File: src/rtl/mult_arb_pkg.sv
// Shared types and defaults for the multiplier arbiter and its round-robin picker.
// The optional WAIT-state timeout is enabled with MULT_ARB_TIMEOUT_EN.
package mult_arb_pkg;

    typedef enum logic [1:0] {
        IDLE  = 2'd0,
        ISSUE = 2'd1,
        WAIT  = 2'd2,
        RESP  = 2'd3
    } arb_state_t;

    localparam int MULT_ARB_W       = 16;
    localparam int MULT_ARB_NREQ    = 2;
    localparam int MULT_ARB_TIMEOUT = 64;

    // Counter must be able to hold the value TIMEOUT itself.
    function automatic int arb_cnt_width(input int timeout);
        return $clog2(timeout + 1);
    endfunction

    function automatic int arb_idx_width(input int nreq);
        return (nreq > 1) ? $clog2(nreq) : 1;
    endfunction

endpackage

File: src/rtl/rr_picker.sv
// Combinational round-robin picker: first set request at or above ptr, wrapping.
// Kept generic so other shared units can reuse it.
module rr_picker
    import mult_arb_pkg::*;
#(
    parameter int NREQ = MULT_ARB_NREQ,
    parameter int IW   = arb_idx_width(NREQ)
) (
    input  logic [NREQ-1:0] req,
    input  logic [IW-1:0]   ptr,
    output logic [NREQ-1:0] gnt_oh,
    output logic [IW-1:0]   gnt_idx,
    output logic            any
);

    logic [IW-1:0] idx_s;
    logic          hit_s;

    // Scan upward from ptr; the first hit wins and masks the rest.
    always_comb begin
        gnt_oh  = '0;
        gnt_idx = '0;
        any     = 1'b0;
        idx_s   = '0;
        hit_s   = 1'b0;
        for (int k = 0; k < NREQ; k++) begin
            idx_s          = IW'((int'(ptr) + k) % NREQ);
            hit_s          = req[idx_s] & ~any;
            gnt_oh[idx_s]  = gnt_oh[idx_s] | hit_s;
            gnt_idx        = hit_s ? idx_s : gnt_idx;
            any            = any | hit_s;
        end
    end

endmodule

File: src/rtl/mult_arbiter.sv
// Round-robin arbiter sharing one multiply unit between NREQ requesters.
// Define MULT_ARB_TIMEOUT_EN to abort a WAIT that exceeds TIMEOUT cycles (err pulses with done).
module mult_arbiter
    import mult_arb_pkg::*;
#(
    parameter int NREQ    = MULT_ARB_NREQ,
    parameter int W       = MULT_ARB_W,
    parameter int TIMEOUT = MULT_ARB_TIMEOUT
) (
    input  logic              clk,
    input  logic              nRST,
    input  logic [NREQ-1:0]   req,
    input  logic [NREQ*W-1:0] op_a,
    input  logic [NREQ*W-1:0] op_b,
    output logic [NREQ-1:0]   gnt,
    output logic [NREQ-1:0]   done,
    output logic [W-1:0]      result,
    output logic              err,
    output logic              busy,
    output logic              mult_start,
    output logic [W-1:0]      mult_in1,
    output logic [W-1:0]      mult_in2,
    input  logic [W-1:0]      mult_out,
    input  logic              mult_finish
);

    localparam int IW = arb_idx_width(NREQ);

    if (NREQ < 2 || NREQ > 8 || W < 1 || TIMEOUT < 1) begin : g_bad_param
        $error("mult_arbiter: unsupported parameter combination");
    end

    arb_state_t      state_q,  state_d;
    logic [IW-1:0]   rr_ptr_q, rr_ptr_d;
    logic [IW-1:0]   gidx_q,   gidx_d;
    logic [NREQ-1:0] gnt_q,    gnt_d;
    logic [NREQ-1:0] done_q,   done_d;
    logic [W-1:0]    result_q, result_d;
    logic            busy_q,   busy_d;
    logic            start_q,  start_d;
    logic [W-1:0]    in1_q,    in1_d;
    logic [W-1:0]    in2_q,    in2_d;

`ifdef MULT_ARB_TIMEOUT_EN
    localparam int CNT_W = arb_cnt_width(TIMEOUT);
    logic [CNT_W-1:0] cnt_q, cnt_d;
    logic             err_q, err_d;
`endif

    logic [W-1:0]    a_arr_s [NREQ];
    logic [W-1:0]    b_arr_s [NREQ];
    logic [NREQ-1:0] pick_oh_s;
    logic [IW-1:0]   pick_idx_s;
    logic            pick_any_s;

    for (genvar i = 0; i < NREQ; i++) begin : g_split
        assign a_arr_s[i] = op_a[i*W +: W];
        assign b_arr_s[i] = op_b[i*W +: W];
    end

    rr_picker #(
        .NREQ (NREQ),
        .IW   (IW)
    ) u_picker (
        .req     (req),
        .ptr     (rr_ptr_q),
        .gnt_oh  (pick_oh_s),
        .gnt_idx (pick_idx_s),
        .any     (pick_any_s)
    );

    // Next-state and next-output logic for the arbitration FSM.
    always_comb begin
        state_d  = state_q;
        rr_ptr_d = rr_ptr_q;
        gidx_d   = gidx_q;
        gnt_d    = gnt_q;
        done_d   = '0;
        result_d = result_q;
        start_d  = 1'b0;
        in1_d    = in1_q;
        in2_d    = in2_q;
`ifdef MULT_ARB_TIMEOUT_EN
        cnt_d    = cnt_q;
        err_d    = 1'b0;
`endif
        case (state_q)
            IDLE: begin
                if (pick_any_s) begin
                    state_d = ISSUE;
                    gidx_d  = pick_idx_s;
                    gnt_d   = pick_oh_s;
                    start_d = 1'b1;
                    in1_d   = a_arr_s[pick_idx_s];
                    in2_d   = b_arr_s[pick_idx_s];
                end else begin
                    state_d = IDLE;
                end
            end
            ISSUE: begin
                state_d = WAIT;
`ifdef MULT_ARB_TIMEOUT_EN
                cnt_d   = '0;
`endif
            end
            WAIT: begin
                if (mult_finish) begin
                    state_d  = RESP;
                    result_d = mult_out;
                    done_d   = gnt_q;
                end
`ifdef MULT_ARB_TIMEOUT_EN
                else if (cnt_q + CNT_W'(1) == CNT_W'(TIMEOUT)) begin
                    state_d  = RESP;
                    result_d = '0;
                    done_d   = gnt_q;
                    err_d    = 1'b1;
                end else begin
                    cnt_d = cnt_q + CNT_W'(1);
                end
`else
                else begin
                    state_d = WAIT;
                end
`endif
            end
            RESP: begin
                state_d  = IDLE;
                gnt_d    = '0;
                rr_ptr_d = (gidx_q == IW'(NREQ - 1)) ? '0 : gidx_q + IW'(1);
            end
            default: begin
                state_d = IDLE;
                gnt_d   = '0;
            end
        endcase
        busy_d = (state_d != IDLE);
    end

    // State and registered outputs; reset aborts any in-flight operation without a done.
    always_ff @(posedge clk or negedge nRST) begin
        if (!nRST) begin
            state_q  <= IDLE;
            rr_ptr_q <= '0;
            gidx_q   <= '0;
            gnt_q    <= '0;
            done_q   <= '0;
            result_q <= '0;
            busy_q   <= 1'b0;
            start_q  <= 1'b0;
            in1_q    <= '0;
            in2_q    <= '0;
`ifdef MULT_ARB_TIMEOUT_EN
            cnt_q    <= '0;
            err_q    <= 1'b0;
`endif
        end else begin
            state_q  <= state_d;
            rr_ptr_q <= rr_ptr_d;
            gidx_q   <= gidx_d;
            gnt_q    <= gnt_d;
            done_q   <= done_d;
            result_q <= result_d;
            busy_q   <= busy_d;
            start_q  <= start_d;
            in1_q    <= in1_d;
            in2_q    <= in2_d;
`ifdef MULT_ARB_TIMEOUT_EN
            cnt_q    <= cnt_d;
            err_q    <= err_d;
`endif
        end
    end

    assign gnt        = gnt_q;
    assign done       = done_q;
    assign result     = result_q;
    assign busy       = busy_q;
    assign mult_start = start_q;
    assign mult_in1   = in1_q;
    assign mult_in2   = in2_q;
`ifdef MULT_ARB_TIMEOUT_EN
    assign err        = err_q;
`else
    assign err        = 1'b0;
`endif

endmodule

File: config.mk
export PLATFORM = sky130hd
export DESIGN_NAME = mult_arbiter
export DESIGN_NICKNAME = d
export VERILOG_FILES = /design/src/rtl/mult_arb_pkg.sv /design/src/rtl/rr_picker.sv /design/src/rtl/mult_arbiter.sv
export SDC_FILE = /design/constraint.sdc
export NUM_CORES = 1
export LEC_CHECK = 0
export ABC_AREA = 0
export CORE_ASPECT_RATIO = 0.6
export CORE_MARGIN = 8
export CORE_UTILIZATION = 35
export DETAILED_ROUTE_END_ITERATION = 10
export PLACE_DENSITY = 0.86
export SLEW_MARGIN = 25
export SYNTH_ARGS = -nofsm -noshare
export SYNTH_HDL_FRONTEND = slang
export SYNTH_SLANG_ARGS = --single-unit
File: constraint.sdc
create_clock -name clk -period 1.5 [get_ports clk]
set_clock_uncertainty 0.15 [all_clocks]
set_input_delay 0.15 -clock clk [delete_from_list [all_inputs] [get_ports clk]]
set_output_delay 0.15 -clock clk [all_outputs]
set_load 0.05 [all_outputs]
==> impl_results.md <==
* Reg area at 0.00145 mm2
* Synth Register Bits at 58
* Via density at 5.11
* Detailed Route WL at 9.71 mm
* First-pass GRT wire length at 15.2 mm
* Crit Path Max Fanout at 10
* Ys Warns at 0
* Gr ovfl total at 0
* R2R Setup Slk at between 0.03 and 0.04 ns
* Clock Sinks at just under 60
* Clk_lat worst skew at approximately 0.32 ns
* Async set-reset flop share out of synthesis at 1.00
* Final nets at ~500
* RSZ-0062 raised after global routing: true
* Avg Synthesized Cell Area at between 10 and 15 um2
* Cell taking the most area after synthesis: dfrtp_1
* Synth unique cells at 26
* Worst path required time at roughly 1.6 ns
* Fill cell count at roughly 530
* Worst VDD drop at 1520 uV
* Syn Inst Count at about 260
* Detailed placement HPWL at 7.19 mm
* Max-cap check violation count at 0
* Starting DRT DRC Count at 244
* Crit Path Class: flop to flop
* Cell Area, Synth at 0.00264 mm2
* Wirelength per Cell at ~19 um
* CORE AREA at between 0.007 and 0.008 mm2
* Synth Flop Type: dfrtp_1
* Final setup viols at 0
* Port Buf Inserts at 138
* Cells after DPL at 494
* DIE AREA at about 0.011 mm2
* Layout cells sized above 1 at 0.297
* Routed vias at about 2600
* Multi-input gate area at approximately 0.0011 mm2
* Post-Syn Nets at approximately 340
* CTS tree: built
* Crit share post-route at 0.975
* Worst hold slack at ~0.15 ns
* Worst-path clk slew at 0.05 ns
* Startpoint types: flop
* Initial core utilization at 0.363
* Yosys top cell area share at 0.551
* CTS H-Tree Depth at 3
* Worst EP arrival at 1.51 ns
* Ant. Diodes at 0
* Gpl congestion at around 0.79
* Antenna viol nets, final at 0
* Crit path capture type: flop
* Status: complete, no violations
* Final hold violations at 0
* Final Slew Violations at 0
* Num CTS Buffers at 9
* Number of I/O pins at between 100 and 150
* Final cell count without fillers at ~510
* DIE HEIGHT at ~83 um
* Cell Pwr Density at ~2600 mW/mm2
* Die Width at approximately 130 um
* Fin Setup TNS at 0 ns
* Clock buffer depth at 2
* Initial antenna violation count at 0
* Number of global-route vias before repair at approximately 2900
* Area contributors post-synth: dfrtp_1 (55%), a31oi_1 (7.8%), mux2_2 (6.8%)
* Area growth from synthesis to layout at 95.9%
* First drt pass iteration count at 5
* Final Critical Period at approximately 1.5 ns
* Lkg Pwr at approximately 2.2 nW
* Fmax achieved at 0.684 GHz
* Number of synthesized flops with an enable pin at 0
* Largest net degree at the start of global routing at 59
* Hold crit path type: input pin to flop
* # DRC at 0
* Root Buffer: clkbuf_16
* Total GRT Usage at 0.182
* FP Rows at 24
* Sequential area share after synthesis at 0.551
## synth_stat cells, types with 2 or more instances
library cell	instances
dfrtp_1	58
a21oi_1	35
nor2_1	34
a31oi_1	33
o21ai_1	18
mux2_2	16
o21ai_0	16
buf_2	12
buf_6	7
clkbuf_1	3
ha_1	3
inv_1	3
and3_1	2
nand2_1	2
nand2b_1	2
nor2b_1	2
## cell type report
class | instances | share of cell area
Clock buffer | 15 | 0.0577
Clock inverter | 1 | 0.000969
Inverter | 4 | 0.00339
Multi-Input combinational cell | 171 | 0.208
Sequential cell | 58 | 0.281
Tap cell | 104 | 0.0252
Timing Repair Buffer | 159 | 0.424
## power by group
group,leakage [nW],internal [mW],total [mW],switching (mW)
sequential,0.669,2.35,3.18,0.833
combinational,1.37,4.00,8.21,4.22
clock,0.152,1.34,1.99,0.655
total,2.19,7.69,13.4,5.70
## registers in the layout (all words and copies together) (netlist names)
| name | count |
|---|---|
| mult_start | 1 |
| done | 2 |
| gidx_q | 1 |
| result | 16 |
| rr_ptr_q | 1 |
| mult_in2 | 16 |
| state_q | 2 |
| mult_in1 | 16 |
| busy | 1 |
| gnt | 2 |
## metal layers
metal | part of all wire | vias up | GRT usage
met3 | 0.11 | 10 | 0.0925
met4 | 0.0074 | 0 | 0.0547
met1 | 0.39 | 1269 | 0.203
met2 | 0.49 | 128 | 0.296
met5 | 0 | - | 0
li1 | - | 1208 | -
## kinds of logic (layout without fill, tap and decap cells)
group | after synthesis | in the layout | share of synthesized area
AOI/OAI and AO/OA | 105 | 105 | 0.223
adders and majority gates | 3 | 3 | 0.0142
buffers and inverters | 27 | 179 | 0.0655
DFF | 58 | 58 | 0.551
muxes | 16 | 16 | 0.0683
other | 1 | 1 | 0.00142
and+or+nand+nor | 46 | 46 | 0.0774
## through the flow
stage / total power [mW] / setup WS, ns / area, um2 / util
floorplan: 6.88 / 0.0199 / 2640 / -
global placement: 11.0 / -0.189 / 4740 / 0.653
detailed placement: 11.2 / -0.258 / 4740 / 0.653
CTS: 13.3 / -0.0112 / 5070 / 0.698
global route: 14.0 / -0.00993 / 5160 / 0.711
finish: 13.4 / 0.0371 / 5160 / 0.711
## worst paths after layout
path                            startpoint          end  depth (start not counted)
worst min-delay path                req[0]       gnt[0]                          2
worst max-delay path            state_q[0]   result[10]                          5
max in group asynchronous             nRST      done[1]                          3
min in group asynchronous             nRST  mult_in2[6]                          3
worst max register to register  state_q[0]   result[10]                          5
worst min register to register      gidx_q     rr_ptr_q                          1
## cell usage in the layout (no fill, tap or decap), types with 2 or more instances in the layout
master / count
a21oi_1: 35
a31oi_1: 28
a31oi_2: 5
and3_1: 2
buf_12: 60
buf_4: 10
buf_6: 2
clkbuf_16: 10
clkbuf_8: 5
clkdlybuf4s50_1: 81
dfrtp_1: 58
dlymetal6s2s_1: 2
inv_2: 2
mux2_2: 16
nand2_1: 2
nand2b_1: 2
nor2_1: 33
nor2b_1: 2
o21ai_0: 16
o21ai_1: 18
## timing repair
action / CTS / global route
hold buffers: 1 / 0
pin swaps: 0 / 2
gates resized for setup: 4 / 16
endpoints found under the setup margin: 12 / 50
setup buffers: 0 / 0
hold endpoints to repair: 58 / 0
cloned: 0 / 1
## worst max-delay path, cell delays in order (launching register included)
cell	delay [ns]
dfrtp_1	0.36
inv_2	0.06
ha_2	0.21
nand2_4	0.10
buf_12	0.13
mux2_2	0.33
Power figures use the tool's default switching activity.
